### config.mk
export PLATFORM = sky130hd
export DESIGN_NAME = cron_bcd_param
export DESIGN_NICKNAME = d
export VERILOG_FILES = /design/src/rtl/cron_pkg.sv /design/src/rtl/divisor_tick.sv /design/src/rtl/cron_bcd_param.sv
export SDC_FILE = /design/constraint.sdc
export NUM_CORES = 1
export LEC_CHECK = 0
export CAP_MARGIN = 15
export CELL_PAD_IN_SITES_DETAIL_PLACEMENT = 1
export CELL_PAD_IN_SITES_GLOBAL_PLACEMENT = 1
export CORE_ASPECT_RATIO = 1.1
export CORE_MARGIN = 1.5
export CORE_UTILIZATION = 47
export DETAILED_ROUTE_END_ITERATION = 12
export DONT_BUFFER_PORTS = 1
export PLACE_DENSITY_LB_ADDON = 0.05
export SLEW_MARGIN = 40
export SYNTH_ARGS = -nofsm -noshare
export SYNTH_HDL_FRONTEND = slang
export SYNTH_SLANG_ARGS = --single-unit
### constraint.sdc
create_clock -name clk -period 2.7 [get_ports clk]
set_input_delay 0.27 -clock clk [delete_from_list [all_inputs] [get_ports clk]]
set_output_delay 0.27 -clock clk [all_outputs]
set_load 0.03 [all_outputs]
### src/rtl/cron_pkg.sv
// rtl/cron_pkg.sv - shared types, constants and BCD digit helpers for cron_bcd_param
//
// Purpose: FSM state enum, BCD nibble type, digit constants, per-digit
//          increment/decrement with carry/borrow, and a constant-time
//          integer-to-BCD converter used to build the terminal count.
// Ports:   none (package).
package cron_pkg;

  typedef enum logic [1:0] {
    STOP = 2'd0,
    RUN  = 2'd1,
    DONE = 2'd2
  } cron_state_t;

  typedef logic [3:0] bcd_digit_t;

  localparam bcd_digit_t BCD_MAX  = 4'd9;
  localparam bcd_digit_t BCD_ZERO = 4'd0;

  // Returns {carry_out, digit}. With cin=0 the digit passes through untouched.
  function automatic logic [4:0] bcd_inc_digit(input bcd_digit_t d, input logic cin);
    if (!cin) begin
      return {1'b0, d};
    end else if (d >= BCD_MAX) begin
      return {1'b1, BCD_ZERO};
    end else begin
      return {1'b0, d + 4'd1};
    end
  endfunction

  // Returns {borrow_out, digit}. With bin=0 the digit passes through untouched.
  function automatic logic [4:0] bcd_dec_digit(input bcd_digit_t d, input logic bin);
    if (!bin) begin
      return {1'b0, d};
    end else if (d == BCD_ZERO) begin
      return {1'b1, BCD_MAX};
    end else begin
      return {1'b0, d - 4'd1};
    end
  endfunction

  // Elaboration-time only: turns the decimal MAX_COUNT parameter into BCD
  // so the runtime datapath never touches a binary count.
  function automatic logic [63:0] int_to_bcd(input int unsigned value);
    logic [63:0] r;
    int unsigned v;
    r = '0;
    v = value;
    for (int i = 0; i < 16; i++) begin
      r[4*i +: 4] = 4'(v % 10);
      v = v / 10;
    end
    return r;
  endfunction

endpackage

### src/rtl/divisor_tick.sv
// rtl/divisor_tick.sv - parametrised prescaler with registered one-cycle tick
//
// Purpose: counts 0..DIV-1 while enabled, holding its value while disabled so
//          a pause/resume loses no phase. tick is high for the cycle in which
//          the counter sits at its terminal value.
// Ports:   clk    - system clock
//          rst    - synchronous reset, active-high
//          enable - advance the counter on this edge
//          clear  - force counter to 0 and drop tick
//          tick   - registered terminal-count pulse
module divisor_tick #(
  parameter int DIV = 10
) (
  input  logic clk,
  input  logic rst,
  input  logic enable,
  input  logic clear,
  output logic tick
);

  localparam int CW = (DIV > 1) ? $clog2(DIV) : 1;
  localparam logic [CW-1:0] TERM     = CW'(DIV - 1);
  localparam logic [CW-1:0] PRE_TERM = CW'(DIV - 2);

  logic [CW-1:0] r_cnt;
  logic          r_tick;

  always_ff @(posedge clk) begin
    if (rst || clear) begin
      r_cnt  <= '0;
      r_tick <= 1'b0;
    end else if (enable) begin
      r_cnt  <= (r_cnt == TERM) ? '0 : r_cnt + 1'b1;
      // Registered so tick coincides with the counter holding TERM.
      r_tick <= (r_cnt == PRE_TERM);
    end else begin
      r_tick <= 1'b0;
    end
  end

  assign tick = r_tick;

endmodule

### src/rtl/cron_bcd_param.sv
// rtl/cron_bcd_param.sv - parametrised BCD up/down stopwatch and countdown timer
//
// Purpose: counts in BCD over DIGITS digits at TICK_HZ, up (wrapping after
//          MAX_COUNT) or down (halting at zero in DONE), with clear, load and a
//          run/stop toggle. Optional lap capture under CRON_LAP_CAPTURE_EN.
// Ports:   clk, rst          - clock, synchronous active-high reset
//          start_stop        - pulse, toggles run/stop
//          clear             - pulse, count and prescaler to 0
//          load, load_val    - pulse, preset count (nibbles saturated to 9)
//          dir               - 0 up, 1 down, sampled on each tick
//          lap               - pulse, snapshot count into lap_q
//          q, lap_q          - current and captured BCD count
//          running           - high in RUN
//          tick              - prescaler pulse (RUN only)
//          wrap              - pulse on up-mode terminal -> 0
//          done              - level, countdown reached zero
module cron_bcd_param
  import cron_pkg::*;
#(
  parameter int CLK_HZ    = 50000000,
  parameter int TICK_HZ   = 1,
  parameter int DIGITS    = 3,
  parameter int MAX_COUNT = 999
) (
  input  logic                clk,
  input  logic                rst,
  input  logic                start_stop,
  input  logic                clear,
  input  logic                load,
  input  logic [4*DIGITS-1:0] load_val,
  input  logic                dir,
  input  logic                lap,
  output logic [4*DIGITS-1:0] q,
  output logic [4*DIGITS-1:0] lap_q,
  output logic                running,
  output logic                tick,
  output logic                wrap,
  output logic                done
);

  localparam int W   = 4 * DIGITS;
  localparam int DIV = CLK_HZ / TICK_HZ;
  localparam logic [63:0]  MAX_BCD64 = int_to_bcd(MAX_COUNT);
  localparam logic [W-1:0] MAX_BCD   = MAX_BCD64[W-1:0];
  localparam logic [W-1:0] BCD_ONE   = W'(1);

  cron_state_t r_state, w_state_next;
  logic [W-1:0] r_q, w_q_next;
  logic         r_wrap, w_wrap_next;
  logic         w_tick, w_count_en, w_presc_en;

  logic [DIGITS:0] w_inc_c, w_dec_b;
  logic [W-1:0]    w_inc, w_dec, w_load_sat;

  assign w_inc_c[0] = 1'b1;
  assign w_dec_b[0] = 1'b1;

  for (genvar g = 0; g < DIGITS; g++) begin : g_digit
    logic [4:0] w_inc_res, w_dec_res;
    assign w_inc_res          = bcd_inc_digit(r_q[4*g +: 4], w_inc_c[g]);
    assign w_dec_res          = bcd_dec_digit(r_q[4*g +: 4], w_dec_b[g]);
    assign w_inc_c[g+1]       = w_inc_res[4];
    assign w_dec_b[g+1]       = w_dec_res[4];
    assign w_inc[4*g +: 4]    = w_inc_res[3:0];
    assign w_dec[4*g +: 4]    = w_dec_res[3:0];
    assign w_load_sat[4*g +: 4] = (load_val[4*g +: 4] > BCD_MAX) ? BCD_MAX : load_val[4*g +: 4];
  end

  // Top-digit carry/borrow is superseded by the explicit wrap and zero checks.
  logic [1:0] w_unused_carry;
  assign w_unused_carry = {w_inc_c[DIGITS], w_dec_b[DIGITS]};

  // Prescaler advances on edges whose following state is RUN, so tick can
  // only be high while r_state is RUN and resumes exactly where it paused.
  assign w_presc_en = (w_state_next == RUN);

  divisor_tick #(
    .DIV(DIV)
  ) u_divisor_tick (
    .clk   (clk),
    .rst   (rst),
    .enable(w_presc_en),
    .clear (clear),
    .tick  (w_tick)
  );

  // clear and load both discard a coincident tick.
  assign w_count_en = w_tick && (r_state == RUN) && !clear && !load;

  always_comb begin
    w_state_next = r_state;
    case (r_state)
      STOP: begin
        if (start_stop) w_state_next = RUN;
      end
      RUN: begin
        if (start_stop) begin
          w_state_next = STOP;
        end else if (w_count_en && dir && ((r_q == '0) || (r_q == BCD_ONE))) begin
          w_state_next = DONE;
        end
      end
      DONE: begin
        // Restart only makes sense with something left to count down.
        if (start_stop && !clear && (load ? (w_load_sat != '0) : (r_q != '0))) begin
          w_state_next = RUN;
        end else if (clear || load) begin
          w_state_next = STOP;
        end
      end
      default: w_state_next = STOP;
    endcase
  end

  always_comb begin
    w_q_next    = r_q;
    w_wrap_next = 1'b0;
    if (clear) begin
      w_q_next = '0;
    end else if (load) begin
      w_q_next = w_load_sat;
    end else if (w_count_en) begin
      if (!dir) begin
        // >= also catches loaded values above the terminal count.
        if (r_q >= MAX_BCD) begin
          w_q_next    = '0;
          w_wrap_next = 1'b1;
        end else begin
          w_q_next = w_inc;
        end
      end else if (r_q != '0) begin
        w_q_next = w_dec;
      end
    end
  end

  always_ff @(posedge clk) begin
    if (rst) begin
      r_state <= STOP;
      r_q     <= '0;
      r_wrap  <= 1'b0;
    end else begin
      r_state <= w_state_next;
      r_q     <= w_q_next;
      r_wrap  <= w_wrap_next;
    end
  end

`ifdef CRON_LAP_CAPTURE_EN
  logic [W-1:0] r_lap_q;

  // Captures r_q before any same-edge tick update.
  always_ff @(posedge clk) begin
    if (rst || clear) begin
      r_lap_q <= '0;
    end else if (lap) begin
      r_lap_q <= r_q;
    end
  end

  assign lap_q = r_lap_q;
`else
  logic w_unused_lap;
  assign w_unused_lap = lap;
  assign lap_q        = '0;
`endif

  assign q       = r_q;
  assign tick    = w_tick;
  assign wrap    = r_wrap;
  assign running = (r_state == RUN);
  assign done    = (r_state == DONE);

endmodule

Word-level counts from Yosys, hierarchy flattened
Cells that the tools add are included.

operators by class
  bitwise operators = 2
  mux-type cells = 27
  order comparisons = 7
  add/subtract/negate cells = 7
  equal/unequal tests = 9
  reductions and logical operators = 28

operators with widths
  operator                                                             count
  12-bit 2-to-1 mux                                                    5
  26-bit == test (second input constant)                               2
  5-bit 2-to-1 mux                                                     6
  4-bit 2-to-1 mux                                                     7
  26-bit by 1-bit adder with 26-bit output (second input constant)     1
  26-bit 2-to-1 mux                                                    1
  12-bit nonzero test                                                  2
  4-bit by 1-bit adder with 4-bit output (second input constant)       3
  12-bit by 1-bit == test with 1-bit output (second input constant)    1
  12-bit >= comparator (second input constant)                         1
  4-bit >= comparator (second input constant)                          3
  4-bit > comparator (second input constant)                           3
  12-bit zero test                                                     1
  4-bit zero test                                                      3
  4-bit by 1-bit subtractor with 4-bit output (second input constant)  3
  2-bit 2-to-1 mux                                                     5
  3-bit by 2-bit != test with 1-bit output (second input constant)     3
  4-bit AND reduction                                                  2
  4-bit nonzero test                                                   2
  1-bit logical AND                                                    7
  2-bit case mux with 3 select lines                                   1
  5-bit OR reduction                                                   1
  2-bit by 1-bit == test with 1-bit output (second input constant)     2
  2-bit OR reduction                                                   2
  8 further kinds                                                      13

storage, ports and cells
  flip-flop bits (word level) = 42

Logic depth before layout (Yosys ltp)
  depth in word-level cells = 12
  mapped depth = 11
  mapped depth without buffers = 8

Hierarchy
A second synthesis with hierarchy kept.

second synthesis, totals
  cells, all modules = 371
  area total of the unflattened synthesis = 2944.1 sq um

by module, submodules not included
  module          area an instance (sq um)  cells an instance  seq. area each (sq um)  times used
  cron_bcd_param  1604.0                    214                300.3                   1
  divisor_tick    1340.0                    157                540.5                   1

Worst setup path after synthesis
OpenSTA, ideal clock, no wires.

  path kind = reg-to-reg
  start = register r_q[5], in the netlist q[5]
  end = register u_divisor_tick.r_cnt[8]
  path buffers = 2
  cell stages (with the launch flop) = 11
  library setup time = 0.070 ns
  arrival = 2.494 ns
  path slack = 0.136 ns
  cell sequence = dfxtp_1 clkbuf_1 inv_1 ha_1 nor3b_2 a311oi_2 nand3_1 and2_4 buf_6 or4_1 a21oi_1

on the way
  longest elaborated chain between the ends = 7
  elaborated cells between the ends (all ways) = 12

RTL lines
  item                                                                           line                   text
  start, declared                                                                cron_bcd_param.sv:48   logic [W-1:0] r_q, w_q_next;
  start signal, assigned                                                         cron_bcd_param.sv:144  r_q <= w_q_next;
  12-bit by 1-bit == test with 1-bit output or 12-bit zero test (tied branches)  cron_bcd_param.sv:99   end else if (w_count_en && dir && ((r_q == '0) || (r_q == BCD_ONE))) begin
  1-bit logical OR                                                               cron_bcd_param.sv:99
  1-bit logical AND                                                              cron_bcd_param.sv:99
  2-bit 2-to-1 mux                                                               cron_bcd_param.sv:99
  2-bit 2-to-1 mux                                                               cron_bcd_param.sv:97   if (start_stop) begin
  2-bit case mux with 3 select lines *                                           cron_bcd_param.sv:92   case (r_state)
  2-bit by 1-bit == test with 1-bit output *                                     cron_bcd_param.sv:75   assign w_presc_en = (w_state_next == RUN);
  end signal, assigned                                                           divisor_tick.sv:33     r_cnt <= (r_cnt == TERM) ? '0 : r_cnt + 1'b1;
  end, declared                                                                  divisor_tick.sv:25     logic [CW-1:0] r_cnt;

Every way passes the cells marked *; elsewhere a longest branch is shown, timed or not.
A chain may end at the register's enable or synchronous reset.

Final worst setup path
  start = register r_q[8], in the netlist q[8]
  end = register u_divisor_tick.r_cnt[25]

The elaborated chain is that of the path after synthesis.

==> results.py <==
metrics = {
    "outcome": {
        "outcome": "finished clean",
    },
    "sta": {
        "setup-tns-final_ns": 0,
        "finalHoldViolations": 0,
        "finalMaxSlewViolations": 0,
        "relSlewSlack": 0.544,
        "max_freq_mhz": 398,
        "setup-violations-final": 0,
        "rsz0062_at_grt": "false",
        "period_needed_ns": 2.51,
        "worstMarginPinSlew_ns": 0.675,
        "finClkSkew_ns": 0.00843,
        "period_share": 0.930,
        "setup_slack_ns": 0.189,
    },
    "logic_synthesis": {
        "synth_area_leaders": "dfxtp_1, xnor2_1, nor2_1",
        "synth_edf_count": 0,
        "synth-seq-area-share": 0.280,
        "syn-cell-area_sq_um": 3000,
        "ys_seq_elements": 42,
        "yosysMostFrequentCell": "dfxtp_1",
        "synthArstFlopShare": 0,
        "yosys_most_used_dff": "dfxtp_1",
        "synth_warnings": 0,
        "synth_cells": 379,
        "synth_cell_types": 62,
        "ys_top_cells_by_count": "dfxtp_1, nor2_1, nand2_1",
        "yosysTopAreaCellShare": 0.280,
        "postSynthAreaPerCell_sq_um": 7.91,
        "synth_top_area_cell": "dfxtp_1",
    },
    "clock_network": {
        "clk_path_buf_depth": 2,
        "cts_tree": "done",
        "h-tree-depth": 2,
        "clk_pin_slew_worst_paths_ns": 0.09,
        "cts-buffers-inserted": 5,
        "clock_latency_ns": 0.30,
        "postCtsHoldBufs": 0,
        "root_buffer": "clkbuf_8",
        "clock_sinks": 42,
    },
    "finish": {
        "regArea_sq_um": 841,
        "area.growth.synth_to_final_pct": 8.60,
        "multi_input_area_sq_um": 1960,
        "fillers": 785,
        "antenna_cells": 0,
        "nets": 419,
        "drive_gt1_frac": 0.146,
        "post-route-util": 0.529,
    },
    "hold_path": {
        "hp-class": "input port to flip-flop",
        "hold_depth": 1,
    },
    "floorplan": {
        "core_sq_um": 6160,
        "dieArea_sq_um": 6870,
        "initial_core_util": 0.487,
        "top_level_ports": 47,
        "rows": 30,
        "die_h_um": 86.8,
        "fp.dieW_um": 79.2,
    },
    "power": {
        "cellPowerDensity_nw_per_um2": 405,
        "leakagePower_uw": 0.00115,
        "irDropWorstVdd_uv": 202,
    },
    "place": {
        "port_buffers": 0,
        "place_congestion": 0.835,
        "dpl_worst_slack_ns": 0.218,
        "dp_hpwl_mm": 6.42,
    },
    "route": {
        "wl_per_cell_um": 17.9,
        "drt_iter0_drc": 101,
        "drt_wl_total_mm": 8.42,
        "ant_nets": 0,
        "dr.pass1.iters": 4,
        "detail_route.vias_per_cell": 6.02,
        "drc": 0,
        "vias": 2829,
    },
    "worst_setup_path": {
        "path_class": "flip-flop to flip-flop",
        "crit_path_max_fanout": 8,
        "rr_worst_depth": 9,
        "crit_arrival_ns": 2.74,
        "worstPathRequired_ns": 2.93,
        "crit_path_start_kind": "flip-flop",
        "cp-end-kind": "flip-flop",
    },
    "global_routing": {
        "track_usage": 0.261,
        "grt_pass1_wl_mm": 14.1,
        "grt_max_degree": 20,
        "grt.overflow.total": 0,
        "grt_pass1_vias": 2958,
        "antenna_found_initial": 0,
    },
    "run": {
        "cap_violations": 0,
    },
}
==> worst paths after layout <==
path                                  from                       end  slack, ns
setup / recovery                      q[8]  u_divisor_tick.r_cnt[25]       0.19
hold / removal                         rst                r_state[1]       0.03
setup reg to reg                      q[8]  u_divisor_tick.r_cnt[25]       0.19
hold reg to reg   u_divisor_tick.r_cnt[25]  u_divisor_tick.r_cnt[25]       0.49
==> report_power, final <==
part / total [uW] / leakage (uW) / internal, uW / switching, uW
clock: 440 / 0.0000472 / 206 / 234
combinational: 239 / 0.000760 / 81.7 / 158
sequential: 639 / 0.000340 / 628 / 10.9
total: 1320 / 0.00115 / 916 / 402
==> worst max-delay path: stages (launching register included) <==
cell,delay (ns)
dfxtp_1,0.43
inv_1,0.09
ha_1,0.26
nor3b_2,0.19
a311oi_2,0.34
nand3_2,0.16
buf_4,0.22
a211oi_2,0.22
or3b_1,0.37
a21oi_1,0.15
==> per-stage QoR <==
stage / power (uW) / hold WS (ns) / instances / cell area, sq um
3_3_place_gp: 886 / 0.344 / 462 / 3150
4_1_cts: 1330 / 0.0238 / 470 / 3250
2_1_floorplan: 847 / 0.342 / 390 / 3040
3_5_place_dp: 891 / 0.345 / 462 / 3150
6_report: 1320 / 0.0280 / 470 / 3260
5_1_grt: 1390 / 0.0145 / 470 / 3260
==> cell type report <==
class / count / share of cell area
Multi-Input combinational cell: 300 / 0.602
Sequential cell: 42 / 0.258
Timing Repair Buffer: 26 / 0.0638
Tap cell: 80 / 0.0307
Clock buffer: 6 / 0.0254
Inverter: 14 / 0.0161
Clock inverter: 2 / 0.00384
==> registers in the layout (all words and copies together) (netlist names) <==
name	flops
u_divisor_tick.r_cnt	26
q	12
r_state	2
u_divisor_tick.tick	1
wrap	1
==> kinds of logic after synthesis <==
kind of cell	synth area share
xor gates and xnor gates	0.0584
other	0.00125
buffers and inverters	0.0864
AOI/OAI and AO/OA	0.259
DFF	0.280
adders and majority gates	0.0459
and+or+nand+nor	0.269
==> metal layers <==
metal / vias up / wire (um) / GRT usage
li1: 1369 / - / -
met1: 1382 / 3460 / 0.292
met2: 57 / 4420 / 0.480
met3: 21 / 336 / 0.0505
met4: 0 / 206 / 0.110
met5: - / 0 / 0
==> cell usage in the layout, fill, tap and decap left out, types with 4 or more instances in the layout <==
cell / Yosys / final
dfxtp_1: 42 / 42
clkbuf_8: 0 / 6
a21oi_1: 24 / 24
ha_1: 11 / 11
nor2_1: 37 / 37
nor3_1: 8 / 6
nand2_1: 31 / 31
a211oi_1: 14 / 14
a2111oi_2: 6 / 6
nand4_1: 6 / 6
xnor2_1: 19 / 19
conb_1: 1 / 12
inv_1: 14 / 14
nand4b_1: 4 / 4
o31ai_1: 8 / 7
o21ai_0: 24 / 24
nand3_1: 13 / 12
and3_1: 7 / 7
or3_1: 4 / 4
a31oi_1: 5 / 5
buf_4: 16 / 25
nor2b_1: 8 / 8
==> repair_timing <==
| action | CTS | global route |
|---|---|---|
| buffers inserted | 0 | 0 |
| endpoints found under the setup margin | 0 | 3 |
| gates resized for setup | 0 | 2 |
(Power assumes the default switching activity.)
